==> src/rtl/vga_pkg.sv <==
`default_nettype none
// ============================================================================
// Module      : vga_pkg
// Description : Shared axis-state encoding and standard VGA timing sets.
// Revision    : 1.0 - initial release
// ============================================================================
package vga_pkg;

    typedef enum logic [1:0] {
        AX_ACTIVE = 2'd0,
        AX_FRONT  = 2'd1,
        AX_SYNC   = 2'd2,
        AX_BACK   = 2'd3
    } axis_state_t;

    typedef struct packed {
        int h_active;
        int h_fp;
        int h_sync;
        int h_bp;
        int v_active;
        int v_fp;
        int v_sync;
        int v_bp;
    } vga_timing_t;

    localparam vga_timing_t VGA_640x480_60 = '{
        h_active: 640, h_fp: 16, h_sync: 96,  h_bp: 48,
        v_active: 480, v_fp: 10, v_sync: 2,   v_bp: 33
    };

    localparam vga_timing_t VGA_800x600_60 = '{
        h_active: 800, h_fp: 40, h_sync: 128, h_bp: 88,
        v_active: 600, v_fp: 1,  v_sync: 4,   v_bp: 23
    };

    function automatic int axis_total(input int active, input int fp, input int sync, input int bp);
        return active + fp + sync + bp;
    endfunction

endpackage
`default_nettype wire

==> src/rtl/vga_axis_counter.sv <==
`default_nettype none
// ============================================================================
// Module      : vga_axis_counter
// Description : One raster axis: wrapping position counter plus
//               ACTIVE->FRONT->SYNC->BACK phase FSM, advancing on step.
// Revision    : 1.0 - initial release
// ============================================================================
module vga_axis_counter
    import vga_pkg::*;
#(
    parameter int ACTIVE = 640,
    parameter int FP     = 16,
    parameter int SYNC   = 96,
    parameter int BP     = 48,
    parameter int CNT_W  = 11
) (
    input  logic             clk,
    input  logic             rst_n,
    input  logic             step,
    output logic [CNT_W-1:0] cnt,
    output axis_state_t      state,
    output logic             wrap
);

    localparam int c_total = axis_total(ACTIVE, FP, SYNC, BP);

    localparam logic [CNT_W-1:0] c_last_active = CNT_W'(ACTIVE - 1);
    localparam logic [CNT_W-1:0] c_last_front  = CNT_W'(ACTIVE + FP - 1);
    localparam logic [CNT_W-1:0] c_last_sync   = CNT_W'(ACTIVE + FP + SYNC - 1);
    localparam logic [CNT_W-1:0] c_last        = CNT_W'(c_total - 1);

    generate
        if (ACTIVE < 1 || FP < 1 || BP < 1 || SYNC < 0) begin : g_bad_timing
            $error("vga_axis_counter: ACTIVE, FP and BP must be non-zero, SYNC non-negative");
        end
        if (c_total > (1 << CNT_W)) begin : g_bad_width
            $error("vga_axis_counter: CNT_W too narrow for the axis total");
        end
    endgenerate

    logic [CNT_W-1:0] r_cnt;
    axis_state_t      r_state;
    axis_state_t      w_state_next;
    logic             w_at_last;

    assign w_at_last = (r_cnt == c_last);
    assign wrap      = step && w_at_last;
    assign cnt       = r_cnt;
    assign state     = r_state;

    always_ff @(posedge clk or negedge rst_n) begin
        if (!rst_n) begin
            r_cnt   <= '0;
            r_state <= AX_ACTIVE;
        end else if (step) begin
            r_cnt   <= w_at_last ? '0 : r_cnt + CNT_W'(1);
            r_state <= w_state_next;
        end
    end

    // A zero-width sync skips straight from the front porch to the back porch.
    always_comb begin
        w_state_next = r_state;
        case (r_state)
            AX_ACTIVE: if (r_cnt == c_last_active) w_state_next = AX_FRONT;
            AX_FRONT:  if (r_cnt == c_last_front)  w_state_next = (SYNC > 0) ? AX_SYNC : AX_BACK;
            AX_SYNC:   if (r_cnt == c_last_sync)   w_state_next = AX_BACK;
            AX_BACK:   if (w_at_last)              w_state_next = AX_ACTIVE;
            default:                               w_state_next = AX_ACTIVE;
        endcase
    end

endmodule
`default_nettype wire

==> src/rtl/vga_timing_gen.sv <==
`default_nettype none
// ============================================================================
// Module      : vga_timing_gen
// Description : Parametrised VGA raster timing generator with pixel enable
//               and a registered, phase-aligned colour output stage.
// Options     : VGA_TEST_PATTERN_EN adds input tp_en and an 8-bar colour source.
// Revision    : 1.0 - initial release
// ============================================================================
module vga_timing_gen
    import vga_pkg::*;
#(
    parameter int   H_ACTIVE = VGA_640x480_60.h_active,
    parameter int   H_FP     = VGA_640x480_60.h_fp,
    parameter int   H_SYNC   = VGA_640x480_60.h_sync,
    parameter int   H_BP     = VGA_640x480_60.h_bp,
    parameter int   V_ACTIVE = VGA_640x480_60.v_active,
    parameter int   V_FP     = VGA_640x480_60.v_fp,
    parameter int   V_SYNC   = VGA_640x480_60.v_sync,
    parameter int   V_BP     = VGA_640x480_60.v_bp,
    parameter logic H_POL    = 1'b0,
    parameter logic V_POL    = 1'b0,
    parameter int   CW       = 4,
    parameter int   CNT_W    = 11
) (
    input  logic             clk,
    input  logic             rst_n,
    input  logic             pix_ce,
`ifdef VGA_TEST_PATTERN_EN
    input  logic             tp_en,
`endif
    input  logic [3*CW-1:0]  rgb_in,
    output logic [CNT_W-1:0] req_x,
    output logic [CNT_W-1:0] req_y,
    output logic             req_valid,
    output logic             hsync,
    output logic             vsync,
    output logic             active_video,
    output logic [CW-1:0]    red,
    output logic [CW-1:0]    green,
    output logic [CW-1:0]    blue,
    output logic             line_start,
    output logic             frame_start
);

    generate
        if (CW < 1) begin : g_bad_cw
            $error("vga_timing_gen: CW must be at least 1");
        end
    endgenerate

    logic [CNT_W-1:0] w_h_cnt;
    logic [CNT_W-1:0] w_v_cnt;
    axis_state_t      w_h_state;
    axis_state_t      w_v_state;
    logic             w_h_wrap;
    logic             w_unused_v_wrap;

    vga_axis_counter #(
        .ACTIVE (H_ACTIVE),
        .FP     (H_FP),
        .SYNC   (H_SYNC),
        .BP     (H_BP),
        .CNT_W  (CNT_W)
    ) u_h_axis (
        .clk    (clk),
        .rst_n  (rst_n),
        .step   (pix_ce),
        .cnt    (w_h_cnt),
        .state  (w_h_state),
        .wrap   (w_h_wrap)
    );

    vga_axis_counter #(
        .ACTIVE (V_ACTIVE),
        .FP     (V_FP),
        .SYNC   (V_SYNC),
        .BP     (V_BP),
        .CNT_W  (CNT_W)
    ) u_v_axis (
        .clk    (clk),
        .rst_n  (rst_n),
        .step   (pix_ce & w_h_wrap),
        .cnt    (w_v_cnt),
        .state  (w_v_state),
        .wrap   (w_unused_v_wrap)
    );

    // Stage-0 decode of the pixel currently being requested.
    logic            w_active;
    logic            w_hsync;
    logic            w_vsync;
    logic            w_line0;
    logic            w_frame0;
    logic [3*CW-1:0] w_rgb_src;

    assign w_active  = (w_h_state == AX_ACTIVE) && (w_v_state == AX_ACTIVE);
    assign w_hsync   = (w_h_state == AX_SYNC) ? H_POL : ~H_POL;
    assign w_vsync   = (w_v_state == AX_SYNC) ? V_POL : ~V_POL;
    assign w_line0   = (w_h_cnt == '0);
    assign w_frame0  = w_line0 && (w_v_cnt == '0);

    assign req_x     = w_h_cnt;
    assign req_y     = w_v_cnt;
    assign req_valid = w_active;

`ifdef VGA_TEST_PATTERN_EN
    localparam int c_bar_w = H_ACTIVE / 8;

    generate
        if (c_bar_w < 1) begin : g_bad_bar
            $error("vga_timing_gen: H_ACTIVE too small for 8 colour bars");
        end
    endgenerate

    logic [CNT_W-1:0] r_bar_px;
    logic [2:0]       r_bar_idx;

    // Bar index tracks req_x; it saturates at bar 7 through the blanking interval.
    always_ff @(posedge clk or negedge rst_n) begin
        if (!rst_n) begin
            r_bar_px  <= '0;
            r_bar_idx <= '0;
        end else if (pix_ce) begin
            if (w_h_wrap) begin
                r_bar_px  <= '0;
                r_bar_idx <= '0;
            end else if (r_bar_px == CNT_W'(c_bar_w - 1)) begin
                r_bar_px <= '0;
                if (r_bar_idx != 3'd7) begin
                    r_bar_idx <= r_bar_idx + 3'd1;
                end
            end else begin
                r_bar_px <= r_bar_px + CNT_W'(1);
            end
        end
    end

    assign w_rgb_src = tp_en ? {{CW{~r_bar_idx[2]}}, {CW{~r_bar_idx[1]}}, {CW{~r_bar_idx[0]}}}
                             : rgb_in;
`else
    assign w_rgb_src = rgb_in;
`endif

    logic            r_hsync;
    logic            r_vsync;
    logic            r_active;
    logic            r_line_start;
    logic            r_frame_start;
    logic [3*CW-1:0] r_rgb;

    always_ff @(posedge clk or negedge rst_n) begin
        if (!rst_n) begin
            r_hsync       <= ~H_POL;
            r_vsync       <= ~V_POL;
            r_active      <= 1'b0;
            r_line_start  <= 1'b0;
            r_frame_start <= 1'b0;
            r_rgb         <= '0;
        end else if (pix_ce) begin
            r_hsync       <= w_hsync;
            r_vsync       <= w_vsync;
            r_active      <= w_active;
            r_line_start  <= w_line0;
            r_frame_start <= w_frame0;
            r_rgb         <= w_active ? w_rgb_src : '0;
        end else begin
            r_line_start  <= 1'b0;
            r_frame_start <= 1'b0;
        end
    end

    assign hsync        = r_hsync;
    assign vsync        = r_vsync;
    assign active_video = r_active;
    assign line_start   = r_line_start;
    assign frame_start  = r_frame_start;
    assign red          = r_rgb[3*CW-1:2*CW];
    assign green        = r_rgb[2*CW-1:CW];
    assign blue         = r_rgb[CW-1:0];

endmodule
`default_nettype wire

==> config.mk <==
export PLATFORM = sky130hd
export DESIGN_NAME = vga_timing_gen
export DESIGN_NICKNAME = d
export VERILOG_FILES = /design/src/rtl/vga_pkg.sv /design/src/rtl/vga_axis_counter.sv /design/src/rtl/vga_timing_gen.sv
export SDC_FILE = /design/constraint.sdc
export NUM_CORES = 1
export LEC_CHECK = 0
export CAP_MARGIN = 15
export CORE_MARGIN = 2
export CORE_UTILIZATION = 28
export CTS_CLUSTER_DIAMETER = 200
export CTS_CLUSTER_SIZE = 40
export DETAILED_ROUTE_END_ITERATION = 10
export GPL_TIMING_DRIVEN = 0
export PLACE_DENSITY = 0.49
export SLEW_MARGIN = 0
export SYNTH_ARGS = -nofsm -noshare
export SYNTH_HDL_FRONTEND = slang
export SYNTH_SLANG_ARGS = --single-unit
==> constraint.sdc <==
create_clock -name clk -period 2.6 [get_ports clk]
set_clock_uncertainty 0.15 [all_clocks]
set_input_delay 0.26 -clock clk [delete_from_list [all_inputs] [get_ports clk]]
set_output_delay 0.26 -clock clk [all_outputs]
set_load 0.02 [all_outputs]
==> run summary <==
The aggregate global routing overflow is 0. At the pin with the least slew margin, the transition time is 696.2 ps. The TritonCTS buffer count came out at 5. The TritonCTS clock tree is done.

In this run the critical register-to-register path is captured at u_v_axis.state[1]$_DFFE_PN0P_. The overall die area is 9103 sq um. In the synthesized netlist the async set-or-reset flop fraction comes to 1.000. The total detailed-routing wirelength is 5790 um. The number of placement rows is 33. The placed standard-cell area came out at 3027 sq um. The cell depth of the worst flop-to-flop path came out at 6.

The share of the core filled with cells in the final layout is 0.3869. The share of the Yosys chip area taken by registers is 0.4610. The net switching share of the total power came out at 0.2763. The area added between synthesis and finish is 35.19%. The fill cell total of the finished layout is 836.

The maximum root-to-sink buffer count came out at 2. In the final layout, flip-flops and latches occupy 1079 sq um. Before CTS, the worst setup slack after placement is 129.6 ps. The number of antenna violations at the first check in global routing is 0. The share of total power dissipated in combinational logic is 0.185. STA classifies the critical path endpoint as a flip-flop. The number of register bits inferred by synthesis is 43. In this run the number of H-tree levels came out at 2. Detailed routing inserted a total of 1954 vias. The congestion estimate from routability-driven global placement came to 0.8000. The internal power contribution came out at 1.161 mW. The max-capacitance violation count is 0.

The final worst hold slack is 285.0 ps. The post-CTS setup-driven buffer insertion count came out at 0. The maximum number of pins on one net before global-route repair came out at 27. The number of flops mapped to enable cells by yosys came out at 0.

The final count of pins violating max slew is 0. The iteration count of the initial detailed-routing pass came out at 4. The finished cells cover 3163 sq um. The I/O pin count is 55. The residual DRC count came out at 0. The switching power came out at 443.1 uW.

The root buffer cell is clkbuf_8. The area of the multi-input gates is 1076 sq um. The largest family of logic cells by synthesized area is simple AND/OR/NAND/NOR gates. The critical register-to-register path startpoint is u_h_axis.cnt[7]$_DFFE_PN0P_.

The xor and xnor area share after synthesis came out at 0.03743. Yosys attributes the largest share of cell area to dfrtp_1 44%, ha_1 7.5%, inv_1 5.0%. In this run the remaining antenna-violating nets after routing total 0. The register-to-register setup slack came out at 140 ps. The fraction of synthesized area in multiplexers came out at 0.03155. The average routed wire per standard cell came out at 14.16 um.

The mean number of vias per cell came out at 4.778. In this run the worst path has a maximum fanout of 8. The peak supply drop is 0.1963 mV.

The clock edge transition at the registers on the reported setup and hold paths is 90 ps. After synthesis the cells add up to 2340 sq um. The number of distinct standard cells referenced by the synthesized netlist is 46.

The clock latency reported for the late side of the worst-skew pair is 300 ps. The number of nets in the layout came out at 332. The gate count of the mapped netlist came out at 240. At the worst endpoint, the required time is 2640 ps. The min-delay analysis places its worst path in the category in2async. The top cell type by total area after synthesis is dfrtp_1. The worst setup path is of the reg2reg kind. The power density normalized to cell area came out at 507.1 nW/um^2. The number of global-route vias before repair is 1805.

The share of the synthesized area in the top cell type came out at 0.4385. The signal arrival time at the worst endpoint is 2500 ps. The share of the clock period used by the worst path after layout came out at 0.9466. The total number of yosys warnings is 0. The floorplan step defined a core boundary enclosing 8175 sq um. The wire length of the first global-routing pass came out at 9342 um. The die is 95.41 um wide. Dividing the synthesized area by the synthesized cell count gives 9.749 sq um. The detailed-placement wirelength estimate came out at 4240 um. The synthesized-area fraction occupied by adder cells came out at 0.07487. After the first detailed-routing iteration, the DRC count stood at 94. After layout, the design draws a total of 1.604 mW. The number of setup violations in the final report is 0. Counting every sink on the clock net gives 43.

Static timing analysis puts the maximum clock frequency at 406.3 MHz. The share of total power dissipated in the clock network is 0.343. The sequential share of power is 0.471.

The compound-gate portion of the synthesized area came out at 0.1123. The run finished with clean final reports. Setup repair after global routing left no endpoint under its margin. The fraction of layout instances using a drive strength above 1 is 0.07566. The initial standard-cell utilization of the core is 0.2862. The final critical-path required period is 2461 ps.

The total global routing track utilization came out at 0.1333. The final count of hold timing violations came out at 0. The simple-gate area share of the yosys netlist is 0.2000. STA classifies the critical path startpoint as a flip-flop. The worst slew margin relative to its limit came out at 0.5310.

The final worst-path setup slack is 138.8 ps. The most used flip-flop cell after synthesis is dfrtp_1. The analysis attributes to cell leakage a power of 1.375 nW. The net count of the mapped netlist came out at 269. The number of antenna diodes in the final layout is 0. The number of buffers added on ports came out at 54.

The height of the chip came out at 95.41 um.
## Yosys cell counts, drive strengths merged, types with 3 or more instances
cell	number
or4	3
buf	4
nand4b	3
inv	31
xor2	3
ha	14
nor2	9
nand2	30
nand4	7
o41ai	3
dfrtp	41
clkbuf	6
mux2i	4
mux2	3
o21ai	16
o22ai	13
nand3	5
nor3	6
and3	5
a31oi	3
xnor2	7
## sequential cells by signal (all words and copies together), names as in the netlist
name / flops
line_start: 1
u_h_axis.cnt: 11
vsync: 1
u_v_axis.cnt: 11
u_h_axis.state: 2
r_rgb: 12
u_v_axis.state: 2
active_video: 1
hsync: 1
frame_start: 1
## power by group through the flow
| stage | Combinational, mW | Clock [mW] | Sequential (mW) |
|---|---|---|---|
| after floorplan | 0.114 | 0 | 0.802 |
| after global placement | 0.296 | 0 | 0.770 |
| after detailed placement | 0.302 | 0 | 0.769 |
| after CTS | 0.302 | 0.571 | 0.757 |
| after global routing | 0.328 | 0.601 | 0.764 |
| final | 0.297 | 0.550 | 0.756 |
## worst max path at each step
stage / depth (start not counted) / end / slack [ps] / start
6_report: 6 / u_v_axis.state[1]$_DFFE_PN0P_ / 140 / u_h_axis.cnt[7]$_DFFE_PN0P_
5_1_grt: 7 / u_v_axis.cnt[7]$_DFFE_PN0P_ / 2 / u_h_axis.cnt[7]$_DFFE_PN0P_
4_1_cts: 5 / u_v_axis.state[1]$_DFFE_PN0P_ / 120 / u_v_axis.cnt[8]$_DFFE_PN0P_
3_5_place_dp: 5 / u_v_axis.state[1]$_DFFE_PN0P_ / 130 / u_v_axis.cnt[8]$_DFFE_PN0P_
3_3_place_gp: 1 / u_v_axis.cnt[1]$_DFFE_PN0P_ / -170 / rst_n
2_1_floorplan: 6 / u_v_axis.state[1]$_DFFE_PN0P_ / 150 / u_h_axis.cnt[7]$_DFFE_PN0P_
## timing repair
item | in CTS | in global routing
endpoints found under the hold margin | 15 | 0
hold buffers | 1 | 0
gates resized for setup | 0 | 1
setup endpoints to repair | 0 | 1
## kinds of logic after synthesis
family	count (synthesis)
buffers and inverters	42
XOR/XNOR	10
AND/OR/NAND/NOR	82
flip-flops	43
adder cells (fa/ha/maj)	14
AO/OA/AOI/OAI	42
multiplexers	7
## placed cells by master, fill, tap and decap left out, drive strengths merged, types with 4 or more instances in the layout
| cell | count |
|---|---|
| and3 | 5 |
| nand3 | 5 |
| dfrtp | 41 |
| o21ai | 16 |
| mux2i | 4 |
| buf | 6 |
| nor3 | 6 |
| ha | 14 |
| o22ai | 13 |
| nand4 | 7 |
| xnor2 | 7 |
| nor2 | 9 |
| clkbuf | 12 |
| clkdlybuf4s50 | 53 |
| nand2 | 30 |
| inv | 31 |
## metal layers
metal,track usage,wire [um],vias to the layer above
met5,0,0,-
met4,0.03690,70,0
met3,0.03241,329,5
met2,0.2019,2525,58
met1,0.1898,2864,932
li1,-,-,959
## worst max-delay path: stages (launching register included)
cell     delay, ps
dfrtp_1        400
buf_6          140
or4_4          540
or3_1          410
buf_6          160
nor3_4         220
mux2_1         340
## area by class of cell
type / count / area share
well taps: 105 / 0.04153
plain buffers: 11 / 0.02453
clock buffers: 6 / 0.02611
flip-flops and latches: 43 / 0.3410
multi-input cells: 155 / 0.3402
inverters: 31 / 0.03679
clock inverters: 2 / 0.01108
repair buffers: 56 / 0.1788
## stage by stage
stage	setup TNS [ps]	instances
after floorplan	0	240
after global placement	-6742	399
after detailed placement	0	400
after CTS	0	409
after global routing	0	409
final	0	409
(Power assumes the default switching activity.)
